===== config.mk =====
export PLATFORM = sky130hd
export DESIGN_NAME = multiplier
export DESIGN_NICKNAME = d
export VERILOG_FILES = /design/src/rtl/mult_pkg.sv /design/src/rtl/mult_datapath.sv /design/src/rtl/multiplier.sv
export SDC_FILE = /design/constraint.sdc
export NUM_CORES = 1
export LEC_CHECK = 0
export ABC_AREA = 1
export ABC_CLOCK_PERIOD_IN_PS = 1990
export BUFFER_PORTS_ARGS = -buffer_cell sky130_fd_sc_hd__buf_4
export CAP_MARGIN = 20
export CELL_PAD_IN_SITES_DETAIL_PLACEMENT = 1
export CELL_PAD_IN_SITES_GLOBAL_PLACEMENT = 2
export CORE_ASPECT_RATIO = 1.4
export CORE_MARGIN = 5
export CORE_UTILIZATION = 31
export DETAILED_ROUTE_END_ITERATION = 8
export PLACE_DENSITY_LB_ADDON = 0.1
export SYNTH_ARGS = -nofsm -noshare
export SYNTH_HDL_FRONTEND = slang
export SYNTH_SLANG_ARGS = --single-unit

===== constraint.sdc =====
create_clock -name clk -period 1.99 [get_ports clk]
set_input_delay 0.2985 -clock clk [delete_from_list [all_inputs] [get_ports clk]]
set_output_delay 0.2985 -clock clk [all_outputs]
set_load 0.05 [all_outputs]

===== src/rtl/mult_pkg.sv =====
// Shared types and helpers for the shift-add multiplier.
package mult_pkg;

    localparam int unsigned N_DEFAULT = 4;

    typedef enum logic [1:0] {
        IDLE,
        RUN,
        DONE
    } state_t;

    function automatic int unsigned cnt_width(input int unsigned n);
        return $clog2(n);
    endfunction

endpackage


===== src/rtl/mult_datapath.sv =====
// Operand, accumulator and step-count registers of the shift-add multiplier,
// driven by load/step strobes from the controlling FSM.
module mult_datapath
    import mult_pkg::*;
#(
    parameter int unsigned N = N_DEFAULT
) (
    input  logic           clk,
    input  logic           rst,
    input  logic           load_i,
    input  logic           step_i,
    input  logic [N-1:0]   a_i,
    input  logic [N-1:0]   b_i,
    output logic [2*N-1:0] acc_o,
    output logic           last_o
);

    localparam int unsigned CW = cnt_width(N);

    logic [N-1:0]   mcand_q,  mcand_d;
    logic [N-1:0]   mplier_q, mplier_d;
    logic [2*N-1:0] acc_q,    acc_d;
    logic [CW-1:0]  cnt_q,    cnt_d;
    logic [N:0]     addend;
    logic [N:0]     sum;

    always_ff @(posedge clk) begin
        if (rst) begin
            mcand_q  <= '0;
            mplier_q <= '0;
            acc_q    <= '0;
            cnt_q    <= '0;
        end else begin
            mcand_q  <= mcand_d;
            mplier_q <= mplier_d;
            acc_q    <= acc_d;
            cnt_q    <= cnt_d;
        end
    end

    // Upper half plus the multiplicand keeps its carry in bit N; that carry
    // becomes the top bit of the accumulator after the right shift.
    always_comb begin
        addend   = mplier_q[0] ? {1'b0, mcand_q} : '0;
        sum      = {1'b0, acc_q[2*N-1:N]} + addend;
        mcand_d  = mcand_q;
        mplier_d = mplier_q;
        acc_d    = acc_q;
        cnt_d    = cnt_q;
        if (load_i) begin
            mcand_d  = a_i;
            mplier_d = b_i;
            acc_d    = '0;
            cnt_d    = '0;
        end else if (step_i) begin
            acc_d    = {sum, acc_q[N-1:1]};
            mplier_d = mplier_q >> 1;
            cnt_d    = cnt_q + CW'(1);
        end
    end

    assign acc_o  = acc_q;
    assign last_o = (cnt_q == CW'(N - 1));

endmodule


===== src/rtl/multiplier.sv =====
// Sequential unsigned shift-add multiplier with start/done handshake.
// Optional overflow flag is built only when MULT_OVF_EN is defined.
module multiplier
    import mult_pkg::*;
#(
    parameter int unsigned N = N_DEFAULT
) (
    input  logic           clk,
    input  logic           rst,
    input  logic           start,
    input  logic [N-1:0]   a,
    input  logic [N-1:0]   b,
    output logic           busy,
    output logic           done,
    output logic [2*N-1:0] s
`ifdef MULT_OVF_EN
    ,
    output logic           ovf
`endif
);

    state_t         state_q, state_d;
    logic           load, step, capture, last;
    logic [2*N-1:0] acc;
    logic [2*N-1:0] s_q;
    logic           done_q;

    mult_datapath #(
        .N (N)
    ) u_datapath (
        .clk    (clk),
        .rst    (rst),
        .load_i (load),
        .step_i (step),
        .a_i    (a),
        .b_i    (b),
        .acc_o  (acc),
        .last_o (last)
    );

    always_ff @(posedge clk) begin
        if (rst) begin
            state_q <= IDLE;
        end else begin
            state_q <= state_d;
        end
    end

    always_comb begin
        state_d = state_q;
        case (state_q)
            IDLE:    if (start) state_d = RUN;
            RUN:     if (last)  state_d = DONE;
            DONE:    state_d = IDLE;
            default: state_d = IDLE;
        endcase
    end

    always_comb begin
        load    = (state_q == IDLE) && start;
        step    = (state_q == RUN);
        capture = (state_q == DONE);
        busy    = (state_q != IDLE);
    end

    // done and s are registered on the DONE edge so they appear together.
    always_ff @(posedge clk) begin
        if (rst) begin
            s_q    <= '0;
            done_q <= 1'b0;
        end else begin
            done_q <= capture;
            if (capture) begin
                s_q <= acc;
            end
        end
    end

    assign s    = s_q;
    assign done = done_q;

`ifdef MULT_OVF_EN
    logic ovf_q;

    always_ff @(posedge clk) begin
        if (rst) begin
            ovf_q <= 1'b0;
        end else if (capture) begin
            ovf_q <= |acc[2*N-1:N];
        end
    end

    assign ovf = ovf_q;
`endif

endmodule


Word level (Yosys, flattened, before mapping)
Index checks and enable logic that the tools add are counted.
{ "word_totals": {"register_bits": 29, "inputBits": 11, "output_inout_bits": 10, "wordCells": 26} }
{ "op_classes": {"n_addsub": 2, "n_eq_ne": 5, "muxes": 6, "n_reduce_logical": 6} }
{ "ops": {"columns": ["cell", "count"], "rows": [
  ["4-bit 2-to-1 mux", 3],
  ["4-bit by 5-bit adder with 5-bit output", 1],
  ["2-bit == test, second input constant", 2],
  ["2-bit 2-to-1 mux", 2],
  ["2-bit case mux with 2 select lines", 1],
  ["2-bit nonzero test", 2],
  ["2-bit by 1-bit adder with 2-bit output, second input constant", 1],
  ["2-bit by 1-bit == test with 1-bit output, second input constant", 1],
  ["2-bit logical NOT", 1],
  ["2-bit by 1-bit != test with 1-bit output, second input constant", 1],
  ["2-bit != test, second input constant", 1],
  ["2-bit AND reduction", 1],
  ["2-bit OR reduction", 1],
  ["1-bit logical AND", 1]
]} }

Depth between registers and ports, before layout
{ "depth": {"depth_word": 3, "mapped_depth": 9, "depth_no_buf": 9} }

By module
A second synthesis with hierarchy kept.
{ "hier_totals": {"hier_cells": 178, "hier_area_um2": 1368.8} }
{ "modules_own_cells": {"columns": ["mod", "instances", "cells_each", "area_per_inst_um2"], "rows": [
  ["mult_datapath", 1, 112, 917.1],
  ["multiplier", 1, 66, 451.7]
]} }

Worst setup path before layout
Ideal clock, no wire load.
{ "synth_timing": {"path_type": "register to register", "from": "register u_datapath.mplier_q[0]", "to": "register u_datapath.acc_q[7] (netlist: u_datapath.acc_o[7])", "setup_ps": 64, "arrival_time_ps": 1347, "required_ps": 1926, "setup_slack_ps": 579, "path_stages_with_launch": 9, "synth_period_minus_slack_ps": 1411, "path_cell_list": "dfxtp_1 > nand2_1 > inv_1 > ha_1 > inv_1 > fa_1 > o21ai_0 > a21oi_1 > nor2_1"} }
{ "synth_via": {"elab_chain_len": 2} }
{ "synth_rtl": {"columns": ["item", "line", "text"], "rows": [
  ["start: declaration", "mult_datapath.sv:21", "logic [N-1:0] mplier_q, mplier_d;"],
  ["start signal: assignment", "mult_datapath.sv:35", "mplier_q <= mplier_d;"],
  ["4-bit 2-to-1 mux", "mult_datapath.sv:44", "addend = mplier_q[0] ? {1'b0, mcand_q} : '0;"],
  ["4-bit by 5-bit adder with 5-bit output", "mult_datapath.sv:45", "sum = {1'b0, acc_q[2*N-1:N]} + addend;"],
  ["end signal: assignment", "mult_datapath.sv:31", "acc_q <= '0;"],
  ["end signal: assignment", "mult_datapath.sv:36", "acc_q <= acc_d;"],
  ["end: declaration", "mult_datapath.sv:22", "logic [2*N-1:0] acc_q, acc_d;"]
]} }
Every way passes these cells.
A chain may end at the register's enable or synchronous reset.

Worst setup path in the final report
{ "layout_timing": {"from": "register u_datapath.mplier_q[0]", "to": "register u_datapath.acc_q[5] (netlist: u_datapath.acc_o[5])"} }
The elaborated chain is that of the path after synthesis.

==> metrics.yaml <==
status: "complete, no violations"
cp_slowest_stage_delay_ns: 0.41
insertion_delay_ns: 0.28
cts_tree: "built"
grt_max_degree: 14
power.clock.fraction_pct: 46.3
crit_buf_inv: 2
maxSlewViolCount: 0
cts_buffers: 5
cp.arrival_ns: 1.79
ys_seq_area_share_pct: 45.67
dp.cells: 222
antenna_cells: 0
clk_pin_slew_worst_paths_ns: 0.06
cts-root-buf: "clkbuf_8"
grt_pass1_wl_um: 5230
cp-end-kind: "flop"
start_util_pct: 32.16
final_cell_mix: "30 x nand2_1, 29 x dfxtp_1, 25 x nor2_1, 21 x buf_4, 17 x inv_1"
gr-total-overflow: 0
crit_family: "adder cells"
post_cts_buffers: 0
syn_nets: 180
tns_ns: 0
slew_headroom_pct: 67.57
pin_count: 21
seq_power_share_pct: 45.2
track_usage_pct: 12.41
syn_area_um2: 1271
io_buffer_count: 20
cts.sinks: 29
cp_max_fo: 5
dr.pass1.iters: 4
vias_per_cell: 4.796
avgSynthCellArea_um2: 7.799
finClkSkew_ns: 0.004127
path_class: "reg -> reg"
layout_commonest_cell: "nand2_1"
setup_viol: 0
r2r-start: "u_datapath.mplier_q[0]$_SDFFE_PP0P_"
synth_seq_cells: 29
wirelength_um: 3165
power.internal_mw: 1.050
dieArea_um2: 5500
final_layout_size_suffix_gt1_share_pct: 19.79
die_height_um: 85.77
layout.cells.non_filler: 230
core_um2: 3953
hold_viol_final: 0
ys_warn_count: 0
period_minus_slack_ns: 1.581
hold_start: "rst"
nets: 203
slowest_stage: "fa_1"
finalInstanceArea_um2: 1553
drv_cap: 0
drtIter0Drc: 22
hp-class: "in -> reg"
grt_pass1_vias: 1133
die_x_um: 64.12
startpoint_type: "flop"
swShare_pct: 22.65
post-route-period-util_pct: 79.46
p_leak_nw: 0.7330
total_power_mw: 1.358
rows: 27
startpoint: "u_datapath.mplier_q[0]$_SDFFE_PP0P_"
vias: 1103
post-dp-hpwl_um: 2428
synthCells: 163
crit_required_ns: 2.19
combPwrFrac_pct: 8.5
ctsHoldBuffers: 0
wire_per_inst_um: 13.76
tightest_slew_ns: 0.4814
placed_area_um2: 1436
clock.fmax_mhz: 632.4
area_growth_pct: 22.15
drc: 0
antenna_left: 0
switchingPower_mw: 0.3075
ir_drop_v: 0.0008466
gp_congestion: 0.7951
htreeDepth: 2
synthDistinctLibCells: 23
grt_antenna_before_repair: 0
path_cells: "nand2_1, inv_1, ha_1, inv_1, fa_1, xnor2_1, nand2_1, a21oi_1"
powerDensity_nw_per_um2: 874.4
cts_buffer_depth: 2
rsz0062_at_grt: "no"
post_cts_resize_count: 0
## worst paths after layout
kind | to | slack, ns | cells after the start
setup / recovery | u_datapath.acc_o[5]$_SDFFE_PP0N_ | 0.41 | 8
hold / removal | u_datapath.mplier_q[2]$_SDFFE_PP0P_ | 0.27 | 2
setup reg to reg | u_datapath.acc_o[5]$_SDFFE_PP0N_ | 0.41 | 8
hold reg to reg | u_datapath.acc_o[0]$_SDFFE_PP0N_ | 0.47 | 2
## power groups by stage
stage	combinational, mW	sequential [mW]	clock [mW]
4_1_cts	0.118	0.614	0.651
3_5_place_dp	0.118	0.627	0
5_1_grt	0.130	0.615	0.686
6_report	0.115	0.614	0.629
2_1_floorplan	0.0863	0.622	0
3_3_place_gp	0.116	0.626	0
## registers in the layout, indices dropped and copies added, names as in the netlist
register and flops:
s 8, u_datapath.acc_o 8, u_datapath.mcand_q 4, u_datapath.mplier_q 4, state_q 2, u_datapath.cnt_q 2, done 1
## Yosys cell counts
cell	n	area (µm²)
nand2_1	30	112.6
dfxtp_1	29	580.6
nor2_1	25	93.84
inv_1	17	63.81
a21oi_1	13	65.06
o21ai_0	12	60.06
nand3_1	7	35.03
ha_1	5	62.56
o21ai_1	4	20.02
buf_6	3	33.78
inv_2	3	11.26
a31oi_1	2	12.51
nand2_2	2	12.51
nand2_4	2	22.52
a31oi_2	1	12.51
buf_2	1	5.000
buf_4	1	7.510
fa_1	1	20.02
nor2_4	1	11.26
nor3_1	1	5.000
or2_1	1	6.260
xnor2_1	1	8.760
xor2_1	1	8.760
## area by class of cell
cell class	instances	area, µm²
fillers	497	2400
flip-flops and latches	29	580.6
multi-input cells	109	569.3
repair buffers	21	157.7
clock buffers	7	86.33
inverters	20	75.07
well taps	43	53.80
clock inverters	1	30.03
## metal layers
metal,vias up,wire (µm),track usage (%)
met3,5,122,3.801
met5,-,0,0
met1,523,1287,13.07
met2,14,1702,22.51
li1,561,-,-
met4,0,53,5.000
## cell families (layout without fill, tap and decap cells)
group,Yosys count,count (layout),share of synthesized area (%)
simple gates,69,69,23.52
compound gates,32,32,13.39
flops,29,29,45.67
buf+inv,25,49,9.547
fa+ha+maj,6,6,6.496
xor+xnor,2,2,1.378
## stage by stage
step	utilization [%]	hold WS, ns	setup WS (ns)
2_1_floorplan	-	0.4381	0.5791
3_3_place_gp	36.34	0.4559	0.4746
3_5_place_dp	36.34	0.4637	0.4036
4_1_cts	39.28	0.2586	0.3910
5_1_grt	39.28	0.2594	0.2321
6_report	39.28	0.2662	0.4088
Power figures use the tool's default switching activity.
